`config.mk`:
```
export PLATFORM = sky130hd
export DESIGN_NAME = mc_decoder
export DESIGN_NICKNAME = d
export VERILOG_FILES = /design/src/rtl/mc_pkg.sv /design/src/rtl/alu_dec.sv /design/src/rtl/mc_decoder.sv
export SDC_FILE = /design/constraint.sdc
export NUM_CORES = 1
export LEC_CHECK = 0
export CAP_MARGIN = 20
export CELL_PAD_IN_SITES_DETAIL_PLACEMENT = 2
export CELL_PAD_IN_SITES_GLOBAL_PLACEMENT = 2
export CORE_UTILIZATION = 18
export CTS_CLUSTER_SIZE = 28
export DETAILED_ROUTE_END_ITERATION = 8
export HOLD_SLACK_MARGIN = 0.12
export PLACE_DENSITY = 0.85
export REMOVE_ABC_BUFFERS = 1
export SLEW_MARGIN = 20
export SYNTH_ARGS = -nofsm -noshare
export SYNTH_HDL_FRONTEND = slang
export SYNTH_SLANG_ARGS = --single-unit
```
`constraint.sdc`:
```
create_clock -name clk -period 1.55 [get_ports clk]
set_input_delay 0.31 -clock clk [delete_from_list [all_inputs] [get_ports clk]]
set_output_delay 0.31 -clock clk [all_outputs]
set_load 0.01 [all_outputs]
```
`src/rtl/mc_pkg.sv`:
```
// mc_pkg: state, ALU operation and data-processing cmd encodings shared by the decoder.
package mc_pkg;
    typedef enum logic [3:0] {
        FETCH    = 4'd0,
        DECODE   = 4'd1,
        MEMADR   = 4'd2,
        MEMRD    = 4'd3,
        MEMWB    = 4'd4,
        MEMWR    = 4'd5,
        EXECUTER = 4'd6,
        EXECUTEI = 4'd7,
        ALUWB    = 4'd8,
        BRANCH   = 4'd9,
        MULWAIT  = 4'd10
    } state_t;
    localparam logic [2:0] ALU_ADD = 3'd0, ALU_SUB = 3'd1, ALU_AND = 3'd2, ALU_ORR = 3'd3;
    localparam logic [2:0] ALU_EOR = 3'd4, ALU_MOV = 3'd5, ALU_MUL = 3'd6;
    localparam logic [3:0] CMD_AND = 4'b0000, CMD_EOR = 4'b0001, CMD_SUB = 4'b0010, CMD_ADD = 4'b0100;
    localparam logic [3:0] CMD_CMP = 4'b1010, CMD_ORR = 4'b1100, CMD_MOV = 4'b1101;
endpackage

```
`src/rtl/alu_dec.sv`:
```
// alu_dec: combinational ALU operation select and flag-write enables from the cmd/S bits.
module alu_dec import mc_pkg::*; #(
    parameter int ALUCTRL_W = 4
) (
    input  logic [4:0]           funct_i,
    input  logic                 exec_i,
    input  logic                 mul_i,
    output logic [ALUCTRL_W-1:0] alu_ctrl_o,
    output logic [1:0]           flag_w_o
);
    logic [3:0] cmd;
    logic [2:0] op_code, ctl;
    logic       cmp, arith;
    always_comb begin
        cmd = funct_i[4:1];
        case (cmd)
            CMD_SUB, CMD_CMP: op_code = ALU_SUB;
            CMD_AND:          op_code = ALU_AND;
            CMD_ORR:          op_code = ALU_ORR;
            CMD_EOR:          op_code = ALU_EOR;
            CMD_MOV:          op_code = ALU_MOV;
            default:          op_code = ALU_ADD;
        endcase
        cmp = cmd == CMD_CMP;
        arith = cmp || cmd == CMD_ADD || cmd == CMD_SUB;
        ctl = mul_i ? ALU_MUL : exec_i ? op_code : ALU_ADD;
        // CMP always updates all flags, even without the S bit
        flag_w_o = !(exec_i || mul_i) ? 2'b00 : cmp ? 2'b11 : {funct_i[0], funct_i[0] & arith};
        alu_ctrl_o = ALUCTRL_W'(ctl);
    end
endmodule

```
`src/rtl/mc_decoder.sv`:
```
// mc_decoder: multicycle ARM-subset control FSM with multiply latency counter.
module mc_decoder import mc_pkg::*; #(
    parameter int MUL_LAT   = 3,
    parameter int ALUCTRL_W = 4
) (
    input  logic                 clk,
    input  logic                 reset,
    input  logic [1:0]           op,
    input  logic [5:0]           funct,
    input  logic [3:0]           rd,
    input  logic                 is_mul,
    input  logic                 mem_ready,
    output logic                 IRWrite,
    output logic                 nextPC,
    output logic                 regW,
    output logic                 memW,
    output logic                 PCS,
    output logic                 branch,
    output logic                 adrSrc,
    output logic [1:0]           flagW,
    output logic [1:0]           ALUSrcA,
    output logic [1:0]           ALUSrcB,
    output logic [1:0]           resultSrc,
    output logic [1:0]           immSrc,
    output logic [1:0]           regSrc,
    output logic [ALUCTRL_W-1:0] ALUControl,
    output logic [3:0]           state
);
    state_t     state_d, state_q, s;
    logic [3:0] cnt_d, cnt_q;
    logic       mul_done, fd;
    always_ff @(posedge clk) begin
        if (reset) begin
            state_q <= FETCH;
            cnt_q   <= '0;
        end else begin
            state_q <= state_d;
            cnt_q   <= cnt_d;
        end
    end
    always_comb begin
        mul_done = cnt_q == 4'(MUL_LAT - 1);
        cnt_d = '0;
        case (state_q)
            FETCH:             state_d = mem_ready ? DECODE : FETCH;
            DECODE:            state_d = op == 2'b01 ? MEMADR :
                                         op == 2'b10 ? BRANCH :
                                         op == 2'b00 && is_mul ? MULWAIT :
                                         op == 2'b00 && funct[5] ? EXECUTEI : EXECUTER;
            MEMADR:            state_d = funct[0] ? MEMRD : MEMWR;
            MEMRD:             state_d = mem_ready ? MEMWB : MEMRD;
            MEMWR:             state_d = mem_ready ? FETCH : MEMWR;
            EXECUTER, EXECUTEI: state_d = ALUWB;
            MULWAIT: begin
                state_d = mul_done ? ALUWB : MULWAIT;
                cnt_d = mul_done ? '0 : cnt_q + 4'd1;
            end
            default:           state_d = FETCH;
        endcase
    end
    // While reset is held the outputs already present the FETCH view
    always_comb begin
        s = reset ? FETCH : state_q;
        fd = s == FETCH || s == DECODE;
        IRWrite = s == FETCH && mem_ready && !reset;
        nextPC = IRWrite;
        regW = s == MEMWB || (s == ALUWB && funct[4:1] != CMD_CMP);
        memW = s == MEMWR;
        branch = s == BRANCH;
        PCS = branch || (regW && rd == 4'hF);
        adrSrc = s == MEMRD || s == MEMWR;
        ALUSrcA = fd ? 2'b01 : 2'b00;
        ALUSrcB = fd ? 2'b10 : (s == MEMADR || s == EXECUTEI || s == BRANCH) ? 2'b01 : 2'b00;
        resultSrc = fd ? 2'b10 : s == MEMWB ? 2'b01 : 2'b00;
        immSrc = op;
        regSrc = {op == 2'b01, op == 2'b10};
        state = s;
    end
    alu_dec #(.ALUCTRL_W(ALUCTRL_W)) u_alu_dec (
        .funct_i   (funct[4:0]),
        .exec_i    (s == EXECUTER || s == EXECUTEI),
        .mul_i     (s == MULWAIT),
        .alu_ctrl_o(ALUControl),
        .flag_w_o  (flagW)
    );
endmodule

```
==> out/metrics.yaml <==
status: "finished, violations left"
violations: "setup timing"
grt_max_degree: 10
final_nets: 210
slowest_delay_ns: 0.37
crit_slowest_cell: "dfxtp_4"
setup_slack_ns: -0.238
ys.flop_type: "dfxtp_1"
drive_above_1_share: 0.584
async_flop_share: 0
synthCells: 112
io_buffers: 40
synth.avg_cell_area_um2: 7.37
setup_violations: 19
end_kind: "primary output"
grtUsageMet3: 0.0247
path_class: "flop to primary output"
grt-ovfl-total: 0
die_area_um2: 4860
clock_latency_ns: 0.23
firstDrtPassIters: 2
max_freq_mhz: 559
hold_viol: 0
place.gp.congestion: 0.891
holdCritPathClass: "flop to flop"
drc: 0
worst_pin_slew_ns: 0.523
netlist_area_um2: 826
yosys_warnings: 0
power.density_nw_per_um2: 583
cts_hold_buf: 0
fillers: 470
rsz0062_at_grt: "true"
path_cells: "buf_6 > nor2b_4 > o21ai_2 > buf_4 > nor2_1 > buf_2"
ir_drop_v: 0.000219
finalClockSkew_ns: 0.00509
die_w_um: 69.7
wl_per_cell_um: 19.0
cts_sinks: 8
power_mw: 1.07
yosysTopAreaCellShare: 0.194
seq_area_um2: 170
cp_max_fo: 4
cts_tree: "done"
crit_buf_inv: 3
timing.hold.ws_ns: 0.480
top_usage_layer: "met2"
htreeDepth: 1
antenna_cells: 0
grt_pass1_wl_um: 6960
ant_nets: 0
tns_ns: -2.08
min_period_over_period: 1.15
use_met2: 0.347
start_kind: "flop"
core-area_um2: 4380
ys_ff_latch: 8
viasPerCell: 4.78
multi_input_comb_area_um2: 791
routed_wl_um: 4610
initial_core_util: 0.188
cap_violations: 0
cts_max_path_buffers: 2
yosysTopAreaCell: "dfxtp_1"
yosysSeqAreaShare: 0.194
area_delta_synth_final_pct: 122
critPathArrivalTime_ns: 1.48
synth_edf_count: 0
cts_buffers: 3
antenna_found_initial: 0
hpwl_um: 2870
grt_use_total: 0.181
num_vias: 1157
ys_types: 41
worstPathRequired_ns: 1.24
die_h_um: 69.7
slew_headroom: 0.651
first_iter_violations: 31
fin_crit_ns: 1.79
critPathTopFamily: "buffers and inverters"
cts_root_buffer: "clkbuf_8"
grt_pass1_vias: 1353
yosys-top-cells-area: "dfxtp_1 (19%), buf_4 (7.3%), nor2_1 (7.3%)"
path_clk_slew_ns: 0.04
finalMaxSlewViolations: 0
fp-row-count: 24
pin_count: 43
leakage_nw: 0.819
grt_util_met1: 0.204
## metal layers
metal  up-vias  part of all wire
met2        36              0.56
met3         7             0.030
met5         -                 0
li1        551                 -
met4         0             0.018
met1       563              0.39
## final cells by class
class | count | share of cell area
Timing Repair Buffer | 87 | 0.405
Multi-Input combinational cell | 87 | 0.432
Inverter | 5 | 0.0116
Clock buffer | 3 | 0.0226
Tap cell | 52 | 0.0355
Sequential cell | 8 | 0.0930
## worst paths after layout
| check | startpoint | to | slack (ns) | depth (start not counted) |
|---|---|---|---|---|
| hold / removal | cnt_q[0] | cnt_q[0] | 0.48 | 1 |
| setup / recovery | state_q[2] | flagW[1] | -0.24 | 6 |
| setup reg to reg | state_q[0] | state_q[2] | -0.02 | 6 |
| hold reg to reg | cnt_q[0] | cnt_q[0] | 0.48 | 1 |
## sequential cells by signal, summed over array words and instances, names as in the netlist
| name | cells |
|---|---|
| state_q | 4 |
| cnt_q | 4 |
## report_power, final
group / leakage (nW) / internal [mW] / switching (mW)
logic: 0.730 / 0.310 / 0.266
registers: 0.0672 / 0.218 / 0.0136
clock network: 0.0216 / 0.169 / 0.0909
total: 0.819 / 0.697 / 0.371
## through the flow
step,worst slack (ns),util,area (µm²),instances
6_report,-0.238,0.418,1830,242
5_1_grt,-0.272,0.418,1830,242
4_1_cts,-0.231,0.384,1680,234
3_5_place_dp,-1.05,0.323,1420,219
3_3_place_gp,-0.945,0.323,1420,219
2_1_floorplan,-0.360,-,747,100
## kinds of logic after synthesis
group / synth area share
AO/OA/AOI/OAI: 0.183
XOR/XNOR: 0.0530
adder cells (fa/ha/maj): 0.0303
buffers and inverters: 0.123
flip-flops: 0.194
other: 0.00454
AND/OR/NAND/NOR: 0.412
## placed cells by master (no fill, tap or decap), types with 2 or more instances in the layout
| cell | netlist | routed |
|---|---|---|
| a311oi_2 | 0 | 3 |
| and2_1 | 3 | 3 |
| buf_2 | 3 | 17 |
| buf_4 | 8 | 30 |
| buf_6 | 0 | 17 |
| buf_8 | 0 | 3 |
| clkbuf_2 | 0 | 2 |
| clkbuf_8 | 0 | 3 |
| clkdlybuf4s15_1 | 0 | 3 |
| clkdlybuf4s50_1 | 0 | 10 |
| conb_1 | 1 | 2 |
| dfxtp_1 | 8 | 4 |
| dfxtp_2 | 0 | 2 |
| dfxtp_4 | 0 | 2 |
| dlygate4sd2_1 | 0 | 4 |
| ha_1 | 2 | 2 |
| inv_1 | 5 | 4 |
| nand2_1 | 4 | 3 |
| nand2b_1 | 5 | 3 |
| nand2b_4 | 1 | 3 |
| nand3_1 | 2 | 2 |
| nor2_1 | 16 | 13 |
| nor2_4 | 0 | 3 |
| nor2b_1 | 6 | 3 |
| nor2b_4 | 0 | 2 |
| nor3_2 | 0 | 3 |
| nor3_4 | 0 | 3 |
| nor4bb_4 | 0 | 2 |
| o211ai_1 | 4 | 4 |
| o21ai_0 | 4 | 3 |
| o41ai_2 | 0 | 2 |
| xor2_1 | 3 | 3 |
## synthesized netlist by cell type (all sizes together) (3+ instances only)
cell type / n
a311oi: 3
and2: 3
buf: 11
dfxtp: 8
inv: 5
nand2: 4
nand2b: 6
nor2: 16
nor2b: 6
nor3: 6
o211ai: 4
o21ai: 5
xor2: 3
## timing repair
action,CTS,global route
resized for setup,151,29
hold endpoints to repair,0,0
pin swaps,16,10
buffers inserted,11,8
setup endpoints to repair,28,25
gates cloned,1,0
Note: power is estimated with default switching activity, not from simulation.
